`config.mk`:
```
export PLATFORM = sky130hd
export DESIGN_NAME = genome_loader
export DESIGN_NICKNAME = d
export VERILOG_FILES = /design/src/rtl/genome_loader.sv
export SDC_FILE = /design/constraint.sdc
export NUM_CORES = 1
export LEC_CHECK = 0
export BUFFER_PORTS_ARGS = -buffer_cell sky130_fd_sc_hd__buf_4
export CAP_MARGIN = 25
export CELL_PAD_IN_SITES_DETAIL_PLACEMENT = 0
export CELL_PAD_IN_SITES_GLOBAL_PLACEMENT = 1
export CORE_MARGIN = 2
export CORE_UTILIZATION = 49
export DETAILED_ROUTE_END_ITERATION = 10
export GPL_TIMING_DRIVEN = 0
export PLACE_DENSITY_LB_ADDON = 0.05
export SKIP_CTS_REPAIR_TIMING = 1
export SYNTH_ARGS = -nofsm -noshare
export SYNTH_HDL_FRONTEND = slang
export SYNTH_SLANG_ARGS = --single-unit
```
`constraint.sdc`:
```
create_clock -name clk -period 27.3 [get_ports clk]
set_clock_uncertainty 0.15 [all_clocks]
set_input_delay 2.73 -clock clk [delete_from_list [all_inputs] [get_ports clk]]
set_output_delay 2.73 -clock clk [all_outputs]
set_load 0.01 [all_outputs]
```
`src/rtl/genome_loader.sv`:
```
// Framed byte-stream loader: sync byte, two bytes per logic element, optional XOR checksum
// (GENOME_CHECKSUM_EN); assembled in a shadow bank and committed atomically to the conf buses.
module genome_loader #(
    parameter int         NUM_LE     = 16,
    parameter int         NUM_INPUTS = 26,
    parameter logic [7:0] SYNC_BYTE  = 8'hA5
) (
    input  logic                  clk,
    input  logic                  rst,
    input  logic [7:0]            in_data,
    input  logic                  in_valid,
    output logic                  in_ready,
    output logic [3*NUM_LE-1:0]   conf_func_all,
    output logic [10*NUM_LE-1:0]  conf_ins_all,
    output logic                  load_done,
    output logic                  load_error,
    output logic                  busy
);

    localparam int               CNT_W     = $clog2(2*NUM_LE);
    localparam int               IDX_W     = CNT_W - 1;
    localparam logic [CNT_W-1:0] LAST_BYTE = CNT_W'(2*NUM_LE-1);
    localparam logic [5:0]       IDX_LIMIT = 6'(NUM_INPUTS);

`ifdef GENOME_CHECKSUM_EN
    typedef enum logic [1:0] {S_IDLE, S_LOAD, S_CHECK, S_COMMIT} state_t;
`else
    typedef enum logic [1:0] {S_IDLE, S_LOAD, S_COMMIT} state_t;
`endif

    state_t                 state_reg;
    logic [CNT_W-1:0]       byte_cnt_reg;
    logic                   range_err_reg;
`ifdef GENOME_CHECKSUM_EN
    logic [7:0]             xor_reg;
`endif
    logic [2:0]             shadow_func_reg [NUM_LE];
    logic [9:0]             shadow_ins_reg  [NUM_LE];
    logic [3*NUM_LE-1:0]    shadow_func_flat;
    logic [10*NUM_LE-1:0]   shadow_ins_flat;
    logic [3*NUM_LE-1:0]    conf_func_reg;
    logic [10*NUM_LE-1:0]   conf_ins_reg;
    logic                   load_done_reg;
    logic                   load_error_reg;

    logic                   accept;
    logic [IDX_W-1:0]       elem_idx;
    logic [4:0]             idx_lo;
    logic [4:0]             idx_hi;
    logic                   range_bad;

    assign in_ready      = (state_reg != S_COMMIT);
    assign busy          = (state_reg != S_IDLE);
    assign accept        = in_valid && in_ready;
    assign conf_func_all = conf_func_reg;
    assign conf_ins_all  = conf_ins_reg;
    assign load_done     = load_done_reg;
    assign load_error    = load_error_reg;

    // Byte 1 completes the upper index from the stored byte 0 plus the incoming low two bits.
    assign elem_idx  = byte_cnt_reg[CNT_W-1:1];
    assign idx_lo    = shadow_ins_reg[elem_idx][4:0];
    assign idx_hi    = {in_data[1:0], shadow_ins_reg[elem_idx][7:5]};
    assign range_bad = ({1'b0, idx_lo} >= IDX_LIMIT) || ({1'b0, idx_hi} >= IDX_LIMIT);

    generate
        for (genvar gi = 0; gi < NUM_LE; gi++) begin : g_pack
            assign shadow_func_flat[3*gi +: 3]  = shadow_func_reg[gi];
            assign shadow_ins_flat[10*gi +: 10] = shadow_ins_reg[gi];
        end
    endgenerate

    always_ff @(posedge clk or posedge rst) begin
        if (rst) begin
            state_reg      <= S_IDLE;
            byte_cnt_reg   <= '0;
            range_err_reg  <= 1'b0;
`ifdef GENOME_CHECKSUM_EN
            xor_reg        <= '0;
`endif
            for (int i = 0; i < NUM_LE; i++) begin
                shadow_func_reg[i] <= '0;
                shadow_ins_reg[i]  <= '0;
            end
            conf_func_reg  <= '0;
            conf_ins_reg   <= '0;
            load_done_reg  <= 1'b0;
            load_error_reg <= 1'b0;
        end else begin
            load_done_reg  <= 1'b0;
            load_error_reg <= 1'b0;
            case (state_reg)
                S_IDLE: begin
                    if (accept && in_data == SYNC_BYTE) begin
                        state_reg     <= S_LOAD;
                        byte_cnt_reg  <= '0;
                        range_err_reg <= 1'b0;
`ifdef GENOME_CHECKSUM_EN
                        xor_reg       <= '0;
`endif
                    end
                end
                S_LOAD: begin
                    if (accept) begin
                        byte_cnt_reg <= byte_cnt_reg + 1'b1;
`ifdef GENOME_CHECKSUM_EN
                        xor_reg      <= xor_reg ^ in_data;
`endif
                        if (!byte_cnt_reg[0]) begin
                            shadow_ins_reg[elem_idx][7:0] <= in_data;
                        end else begin
                            shadow_ins_reg[elem_idx][9:8] <= in_data[1:0];
                            shadow_func_reg[elem_idx]     <= in_data[4:2];
                            if (range_bad) begin
                                range_err_reg <= 1'b1;
                            end
                        end
                        if (byte_cnt_reg == LAST_BYTE) begin
`ifdef GENOME_CHECKSUM_EN
                            state_reg <= S_CHECK;
`else
                            // The last byte's own range check has not reached the sticky flag yet.
                            if (range_err_reg || range_bad) begin
                                state_reg      <= S_IDLE;
                                load_error_reg <= 1'b1;
                            end else begin
                                state_reg <= S_COMMIT;
                            end
`endif
                        end
                    end
                end
`ifdef GENOME_CHECKSUM_EN
                S_CHECK: begin
                    if (accept) begin
                        if (in_data == xor_reg && !range_err_reg) begin
                            state_reg <= S_COMMIT;
                        end else begin
                            state_reg      <= S_IDLE;
                            load_error_reg <= 1'b1;
                        end
                    end
                end
`endif
                S_COMMIT: begin
                    conf_func_reg <= shadow_func_flat;
                    conf_ins_reg  <= shadow_ins_flat;
                    load_done_reg <= 1'b1;
                    state_reg     <= S_IDLE;
                end
                default: state_reg <= S_IDLE;
            endcase
        end
    end

endmodule
```
==> results of run 1 <==
-- final timing paths --
| check | slack (ns) | cells past startpoint | endpoint | startpoint |
|---|---|---|---|---|
| worst max-delay path | 21.91 | 4 | in_ready | state_reg[0] |
| max in group asynchronous | 23.45 | 4 | shadow_ins_flat[153] | rst |
| worst min-delay path | 0.31 | 2 | conf_ins_all[115] | shadow_ins_flat[115] |
| worst min register to register | 0.31 | 2 | conf_ins_all[115] | shadow_ins_flat[115] |
| worst max register to register | 24.29 | 7 | conf_ins_all[3] | state_reg[0] |
| min in group asynchronous | 2.07 | 2 | conf_ins_all[52] | rst |
-- area by class of cell --
cell class                 count  area share, %
sequential                   426           51.8
tap                          455           2.77
multi-input combinational    996           28.6
clock buffer                  79           6.48
buffer                        78           1.73
antenna                        1         0.0122
timing repair buffer         225           8.50
inverter                       4          0.109
-- layer usage --
layer | share of wire (%) | up-vias | global-route usage (%)
met3 | 6.3 | 68 | 5.05
met4 | 2.5 | 0 | 7.04
met1 | 47 | 5942 | 37.0
met5 | 0 | - | 0
met2 | 45 | 322 | 38.5
li1 | - | 5447 | -
-- per-stage QoR --
stage	cells	hold slack [ns]	worst slack, ns
3_3_place_gp	2181	0.295	8.06
6_report	2264	0.311	21.91
4_1_cts	2263	0.316	21.93
3_5_place_dp	2184	0.298	22.32
5_1_grt	2263	0.333	21.82
2_1_floorplan	1504	0.283	12.56
-- worst register-to-register path, stage by stage, from the launching register on --
cell and delay (ns):
dfrtp_1 0.41, nand2b_1 0.24, inv_1 0.10, clkbuf_1 0.68, clkbuf_1 0.66, clkbuf_1 0.50, nand2_1 0.13, nand2_1 0.09
-- placed cells by master, fill, tap and decap left out, types with 5 or more instances in the layout --
| master | netlist | routed |
|---|---|---|
| nand2_1 | 650 | 650 |
| dfrtp_1 | 426 | 426 |
| buf_4 | 2 | 224 |
| mux2_2 | 208 | 208 |
| clkbuf_1 | 65 | 91 |
| clkbuf_16 | 0 | 45 |
| nor2_1 | 21 | 21 |
| clkbuf_8 | 2 | 10 |
| nor3_1 | 10 | 10 |
| a21oi_1 | 9 | 9 |
| nor2_2 | 8 | 8 |
| nand3_1 | 6 | 6 |
| nand2b_1 | 5 | 5 |
| mux4_1 | 5 | 5 |
-- power breakdown --
group | leakage (nW) | switching (mW) | internal [mW] | total, mW
combinational | 4.58 | 0.169 | 0.175 | 0.344
clock | 0.643 | 0.234 | 0.327 | 0.562
sequential | 5.75 | 0.0964 | 0.766 | 0.863
-- logic make-up (layout without fill, tap and decap cells) --
group	Yosys count	count (layout)	share of synthesized area (%)
mux	217	217	15.1
fa+ha+maj	2	2	0.148
compound gates	38	38	1.80
flops	426	426	63.0
other cells	0	1	0
simple gates	739	739	17.7
buf+inv	82	386	2.19
==> impl_metrics.py, run 1 <==
metrics = {
    "floorplanning": {
        "dieArea_um2": 36000,
        "io_pins": 223,
        "die_x_um": 190,
        "rows": 68,
        "coreArea_um2": 34300,
        "die_h_um": 190,
        "initial_core_util_pct": 49.4,
    },
    "synth": {
        "synth_edf_count": 0,
        "yosysSeqAreaShare_pct": 63.0,
        "synthFlopType": "dfrtp_1",
        "synthTopCellsByCount": "650 x nand2_1, 426 x dfrtp_1, 208 x mux2_2",
        "synth_area_leader_cell": "dfrtp_1",
        "synth.most_common_cell": "nand2_1",
        "synthTopCellsByArea": "dfrtp_1 63%, nand2_1 14%, mux2_2 14%",
        "synth_area_per_cell_um2": 11.3,
        "yosys.cell_types.count": 64,
        "synth_cells": 1504,
        "syn_area_um2": 16900,
        "postSynthNetCount": 1517,
        "async_flop_share_pct": 100,
        "yosys_register_bits": 426,
        "ys_warn_count": 0,
        "synth_top_area_share_pct": 63.0,
    },
    "detailed_routing": {
        "antenna_left": 0,
        "vias": 11779,
        "via_per_inst": 5.20,
        "drcViolationCount": 0,
        "drtIter0Drc": 805,
        "drtPass1Iterations": 5,
        "wl_per_cell_um": 19.6,
        "postRouteWirelength_mm": 44.4,
    },
    "power_and_ir_drop": {
        "p_leak_nw": 11.0,
        "p_total_mw": 1.77,
        "pwr_density_cell_nw_per_um2": 85.9,
        "ir_drop_uv": 45.8,
    },
    "critical_path": {
        "crit_chain": "nand2b_1 > clkbuf_1 > clkbuf_1 > buf_4",
        "crit_slowest_cell": "clkbuf_1",
        "crit_path_end_kind": "primary output",
        "crit_required_ns": 24.42,
        "cp_max_fo": 10,
        "critPathArrivalTime_ns": 2.51,
        "cp_common_cell": "clkbuf_1",
        "cp_top_family": "buffers and inverters",
        "path_buf_inv": 3,
        "path_class": "reg2out",
        "critPathMaxStageDelay_ns": 0.73,
        "critPathLaunchType": "flop",
    },
    "final_layout": {
        "final_cell_area_um2": 20600,
        "n_fill_cell": 2944,
        "multi_input_area_um2": 5900,
        "nets": 1788,
        "syn2layout_area_growth_pct": 21.6,
        "seqCellArea_um2": 10700,
        "drive_above_1_share_pct": 29.6,
        "fin_util_pct": 60.0,
    },
    "clock_tree": {
        "h-tree-depth": 2,
        "cts_tree": "yes",
        "clockBufferDepth": 3,
        "root_buffer": "clkbuf_16",
        "cts.sinks": 426,
        "cts_buffers": 44,
        "clk_pin_slew_worst_paths_ns": 0.06,
        "clkLatencyLatePin_ns": 0.55,
    },
    "worst_hold_path": {
        "min_path_type": "reg2reg",
    },
    "sta": {
        "min_period_ns": 5.39,
        "tightestPinTransition_ns": 1.04,
        "finalCritPeriodShare_pct": 19.7,
        "drv_slew": 0,
        "final_hold_viol_count": 0,
        "rsz0062_at_grt": "no",
        "fin_setup_tns_ns": 0,
        "relSlewSlack_pct": 29.8,
        "setup_violations": 0,
        "fmax_mhz": 186,
    },
    "placed_design": {
        "gp_congestion": 0.908,
        "portBuffers": 222,
        "hpwl_mm": 31.0,
        "placed_area_um2": 19300,
    },
    "status": {
        "outcome": "completed",
    },
    "grt": {
        "grt_pass1_vias": 12050,
        "grt_max_degree": 132,
        "antenna_found_initial": 1,
        "grt_pass1_wl_mm": 69.5,
        "overflow": 0,
        "grtUsageTotal_pct": 25.3,
    },
    "flow_run": {
        "max_cap_violations": 0,
    },
}
No activity file was read; power rests on OpenSTA's default activity.
==> inputs of run 2 (changes only) <==
- ABC_AREA: default -> 1
- CORE_UTILIZATION: 49 -> 39
- clock period: 27.3 -> 4.4 ns (I/O delays scaled with it)
==> impl_metrics.py, run 2 <==
metrics = {
    "power_and_ir_drop": {
        "swShare_pct": 27.1,
        "ir_drop_uv": 232,
        "power_frac_comb_pct": 10.9,
        "internal_power_mw": 6.58,
        "p_leak_nw": 11.1,
        "clkPwrFrac_pct": 42.7,
        "pwr_density_cell_nw_per_um2": 429,
        "pwr-share-seq_pct": 46.4,
        "switching_power_mw": 2.45,
        "p_total_mw": 9.03,
    },
    "detailed_routing": {
        "drtPass1Iterations": 5,
        "antenna_left": 0,
        "via_per_inst": 4.82,
        "drtIter0Drc": 910,
        "drcViolationCount": 0,
        "vias": 13590,
        "postRouteWirelength_mm": 52.0,
        "wl_per_cell_um": 18.4,
    },
    "synth": {
        "synthMuxAreaShare_pct": 0,
        "synthTopCellsByArea": "dfrtp_1 63%, nand2_1 22%, o21ai_0 7.2%",
        "synth_area_per_cell_um2": 8.80,
        "async_flop_share_pct": 100,
        "synth-simple-area-share_pct": 24.4,
        "synth.most_common_cell": "nand2_1",
        "synthAdderAreaFrac_pct": 0.148,
        "synth_cells": 1920,
        "synthFlopType": "dfrtp_1",
        "ys_warn_count": 0,
        "synthTopCellsByCount": "983 x nand2_1, 426 x dfrtp_1, 242 x o21ai_0",
        "synth_compound_area_share_pct": 8.11,
        "postSynthNetCount": 1933,
        "syn_area_um2": 16900,
        "synth_edf_count": 0,
        "yosysSeqAreaShare_pct": 63.1,
        "yosys.cell_types.count": 23,
        "synth-xor-area-share_pct": 0,
        "yosys_register_bits": 426,
        "synth_top_area_share_pct": 63.1,
        "synth_area_leader_cell": "dfrtp_1",
        "synth_top_family_by_area": "simple AND/OR/NAND/NOR gates",
    },
    "clock_tree": {
        "cts_tree": "yes",
        "clkLatencyLatePin_ns": 0.57,
        "cts.sinks": 426,
        "h-tree-depth": 2,
        "cts_buffers": 47,
        "clockBufferDepth": 3,
        "root_buffer": "clkbuf_16",
        "clk_pin_slew_worst_paths_ns": 0.06,
    },
    "critical_path": {
        "path_class": "reg2out",
        "crit_slowest_cell": "dfrtp_1",
        "crit_required_ns": 3.81,
        "cp_top_family": "buffers and inverters",
        "reg2reg_from": "state_reg[1]",
        "critPathLaunchType": "flop",
        "cp_max_fo": 10,
        "crit_path_end_kind": "primary output",
        "critPathArrivalTime_ns": 2.02,
        "critPathMaxStageDelay_ns": 0.36,
        "crit_chain": "inv_1 > nor2_1 > inv_2 > clkbuf_1 > buf_4",
        "path_buf_inv": 4,
        "reg2regPathDepth": 7,
        "crit_cells": 5,
        "crit_path_start": "state_reg[1]",
    },
    "sta": {
        "worst_slack_ns": 1.79,
        "min_period_ns": 2.61,
        "drv_slew": 0,
        "finalCritPeriodShare_pct": 59.2,
        "rsz0062_at_grt": "no",
        "fin_hold_ws_ns": 0.105,
        "setup_violations": 0,
        "tightestPinTransition_ns": 1.05,
        "fmax_mhz": 384,
        "final_hold_viol_count": 0,
        "relSlewSlack_pct": 30.2,
    },
    "floorplanning": {
        "die_x_um": 212,
        "io_pins": 223,
        "initial_core_util_pct": 39.4,
        "dieArea_um2": 45000,
        "coreArea_um2": 42900,
        "rows": 76,
        "die_h_um": 212,
    },
    "worst_hold_path": {
        "min_path_type": "in2reg",
        "worstHoldPathCells": 3,
        "hp-start": "in_data[2]",
    },
    "final_layout": {
        "drive_above_1_share_pct": 15.8,
        "syn2layout_area_growth_pct": 24.6,
        "final_cell_mix": "983 x nand2_1, 426 x dfrtp_1, 242 x o21ai_0",
        "nets": 2217,
        "layout_commonest_cell": "nand2_1",
        "insertedDiodeCount": 0,
    },
    "status": {
        "outcome": "completed",
    },
    "grt": {
        "grt_pass1_vias": 13357,
        "grt_max_degree": 43,
        "antenna_found_initial": 3,
        "overflow": 0,
        "grt_pass1_wl_mm": 80.1,
        "grtUsageTotal_pct": 23.7,
    },
    "placed_design": {
        "portBuffers": 222,
        "hpwl_mm": 37.3,
        "place_ws_ns": 1.89,
        "gp_congestion": 0.870,
    },
    "flow_run": {
        "max_cap_violations": 0,
    },
}
==> run 2: cell types whose count changed in the layout (fill, tap and decap cells not counted), moves of 6 or more <==
cell and delta:
buf_12 +13, nand2_2 +7, o21ai_1 +26, nand2_4 +9, nand2_1 +333, nor2_1 +22, inv_1 +54, o21ai_0 +238
nor2_2 -6, inv_2 +6, mux2_2 -208, nor3_1 -7, buf_6 +7
==> run 2: area by class of cell <==
type | count | area (µm²)
Buffer | 95 | 478
Clock buffer | 76 | 1450
Clock inverter | 6 | 55.1
Fill cell | 4238 | 21800
Inverter | 64 | 244
Multi-Input combinational cell | 1335 | 5530
Sequential cell | 426 | 10700
Tap cell | 585 | 732
Timing Repair Buffer | 235 | 1920
==> run 2: path summary, 6_finish.rpt <==
check                                 endpoint  slack [ns]
max in group asynchronous    conf_ins_all[114]        2.20
min in group asynchronous     conf_ins_all[50]        0.30
max reg2reg                    conf_ins_all[5]        1.94
min reg2reg                  conf_func_all[16]        0.32
max                                   in_ready        1.79
min                        shadow_func_flat[0]        0.11
==> run 2: kinds of logic after synthesis <==
group,count (synthesis)
AND/OR/NAND/NOR,1059
flip-flops,426
adder cells (fa/ha/maj),2
buffers and inverters,159
AO/OA/AOI/OAI,274
==> run 2: layer usage <==
metal,part of all wire [%],GRT usage [%]
met1,48,35.2
met2,44,35.9
met3,5.2,3.74
met4,2.3,6.78
met5,0.063,0
==> run 2: worst register-to-register path, stage by stage, from the launching register on <==
cell	delay, ns
dfrtp_1	0.39
inv_1	0.08
nor2_1	0.09
inv_2	0.25
clkbuf_1	0.79
clkbuf_1	0.46
nand2_1	0.10
nand2_1	0.08
==> run 2: stage by stage <==
stage          utilization [%]  area, µm²  setup TNS, ns  instances
2_1_floorplan                -      16900        -826.20       1920
3_3_place_gp              45.0      19300       -1934.26       2727
3_5_place_dp              45.6      19500              0       2739
4_1_cts                   49.1      21000              0       2821
5_1_grt                   49.1      21100              0       2822
6_report                  49.1      21100              0       2822
==> run 2: power groups by stage <==
stage                     logic (mW)  clock network [mW]  registers, mW
after floorplan                0.580                   0           4.22
after global placement         0.942                   0           4.26
after detailed placement       0.978                   0           4.26
after CTS                      0.982                3.96           4.19
after global routing            1.07                4.13           4.21
final                          0.983                3.86           4.19
==> inputs of run 3 (changes only) <==
- clock period: 4.4 -> 2.3 ns (I/O delays scaled with it)
==> impl_metrics.py, run 3 (synthesis results as in run 2) <==
metrics = {
    "clock_tree": {
        "clkLatencyLatePin_ns": 0.57,
        "clockBufferDepth": 3,
        "clk_pin_slew_worst_paths_ns": 0.06,
        "cts_buffers": 47,
        "cts.sinks": 426,
        "root_buffer": "clkbuf_16",
        "cts_tree": "yes",
        "h-tree-depth": 2,
    },
    "worst_hold_path": {
        "worstHoldPathCells": 3,
        "min_path_type": "in2reg",
    },
    "sta": {
        "drv_slew": 0,
        "finalCritPeriodShare_pct": 95.6,
        "worst_slack_ns": 0.101,
        "rsz0062_at_grt": "no",
        "fmax_mhz": 455,
        "final_hold_viol_count": 0,
        "tightestPinTransition_ns": 1.02,
        "fin_setup_tns_ns": 0,
        "relSlewSlack_pct": 32.2,
        "min_period_ns": 2.20,
        "setup_violations": 0,
    },
    "placed_design": {
        "portBuffers": 222,
        "placed_area_um2": 19500,
        "gp_congestion": 0.870,
        "place_ws_ns": -0.213,
        "hpwl_mm": 37.3,
    },
    "detailed_routing": {
        "antenna_left": 0,
        "wl_met1_mm": 25.2,
        "wl_met3_mm": 2.73,
        "wl_per_cell_um": 18.4,
        "routed.top_layer": "met4",
        "postRouteWirelength_mm": 52.1,
        "vias": 13566,
        "drcViolationCount": 0,
        "drtIter0Drc": 948,
        "route.met2.wl_mm": 23.0,
        "drtPass1Iterations": 5,
        "via_per_inst": 4.80,
    },
    "power_and_ir_drop": {
        "p_total_mw": 17.3,
        "pwr_density_cell_nw_per_um2": 819,
        "power_frac_comb_pct": 11.0,
        "internal_power_mw": 12.6,
        "switching_power_mw": 4.70,
        "ir_drop_uv": 446,
        "p_leak_nw": 11.2,
        "pwr-share-seq_pct": 46.4,
        "swShare_pct": 27.1,
        "clkPwrFrac_pct": 42.6,
    },
    "critical_path": {
        "cp_common_cell": "nand2_1",
        "path_class": "reg2reg",
        "crit_path_end_kind": "flop",
        "critPathLaunchType": "flop",
        "crit_chain": "buf_4 > nand2_2 > nor2_1 > nor2_1 > nand2_1 > nand2_1 > nand2_1 > nor2_1 > nand2_1 > nand2_1 > nand3b_1 > nand3_1 > inv_1",
        "critPathArrivalTime_ns": 2.50,
        "reg2regPathDepth": 13,
        "cp_max_fo": 10,
        "critPathMaxStageDelay_ns": 0.43,
        "crit_required_ns": 2.60,
        "crit_slowest_cell": "dfrtp_1",
    },
    "floorplanning": {
        "dieArea_um2": 45000,
        "coreArea_um2": 42900,
        "die_h_um": 212,
        "die_x_um": 212,
        "initial_core_util_pct": 39.4,
        "rows": 76,
        "io_pins": 223,
    },
    "final_layout": {
        "layout_commonest_cell": "nand2_1",
        "multi_input_area_um2": 5540,
        "seqCellArea_um2": 10700,
        "nets": 2223,
        "final_cell_area_um2": 21100,
        "n_fill_cell": 4232,
        "syn2layout_area_growth_pct": 25.1,
        "final_cell_mix": "980 x nand2_1, 426 x dfrtp_1, 242 x o21ai_0",
        "drive_above_1_share_pct": 16.3,
        "fin_util_pct": 49.3,
    },
    "grt": {
        "antenna_found_initial": 1,
        "grt_pass1_vias": 13357,
        "grt_max_degree": 43,
        "grtUsageTotal_pct": 23.7,
        "grt_pass1_wl_mm": 80.1,
        "overflow": 0,
    },
    "flow_run": {
        "max_cap_violations": 0,
    },
    "status": {
        "outcome": "completed",
    },
}
run 3: path summary, 6_finish.rpt:
| path | start | end | slack [ns] |
|---|---|---|---|
| max | byte_cnt_reg[1] | load_error | 0.10 |
| min | in_data[6] | shadow_ins_flat[46] | 0.003 |
| max reg2reg | byte_cnt_reg[1] | load_error | 0.10 |
| min reg2reg | conf_func_all[16] | conf_func_all[16] | 0.32 |
| max in group asynchronous | rst | conf_ins_all[110] | 0.31 |
| min in group asynchronous | rst | shadow_ins_flat[48] | 0.09 |
run 3: metal layers:
metal  global-route usage, %  up-vias
met5                       0        -
met4                    6.78        0
met3                    3.74       66
met2                    35.9      343
met1                    35.2     6567
li1                        -     6590
run 3: critical path, delay by kind of cell (launching register included):
family,cells,cell delay (ns)
and+or+nand+nor,11,1.18
DFF,1,0.43
buffers and inverters,2,0.30
run 3: cell type report:
cell class | instances | area share [%]
Timing Repair Buffer | 241 | 9.35
Multi-Input combinational cell | 1335 | 26.2
Clock inverter | 6 | 0.260
Antenna cell | 1 | 0.0118
Clock buffer | 76 | 6.85
Tap cell | 585 | 3.46
Inverter | 64 | 1.15
Sequential cell | 426 | 50.4
Buffer | 95 | 2.32
run 3: power groups by stage:
stage | Sequential, mW | Combinational [mW] | Clock [mW]
floorplan | 8.08 | 1.11 | 0
global placement | 8.16 | 1.80 | 0
detailed placement | 8.15 | 1.87 | 0
CTS | 8.02 | 1.88 | 7.57
global route | 8.05 | 2.08 | 7.90
finish | 8.02 | 1.91 | 7.38
run 3: stage by stage:
step | instances | hold WS [ns]
final | 2829 | 0.00337
after global routing | 2828 | 0.0173
after CTS | 2821 | -0.479
after detailed placement | 2739 | 0.138
after global placement | 2727 | 0.306
after floorplan | 1920 | 0.294
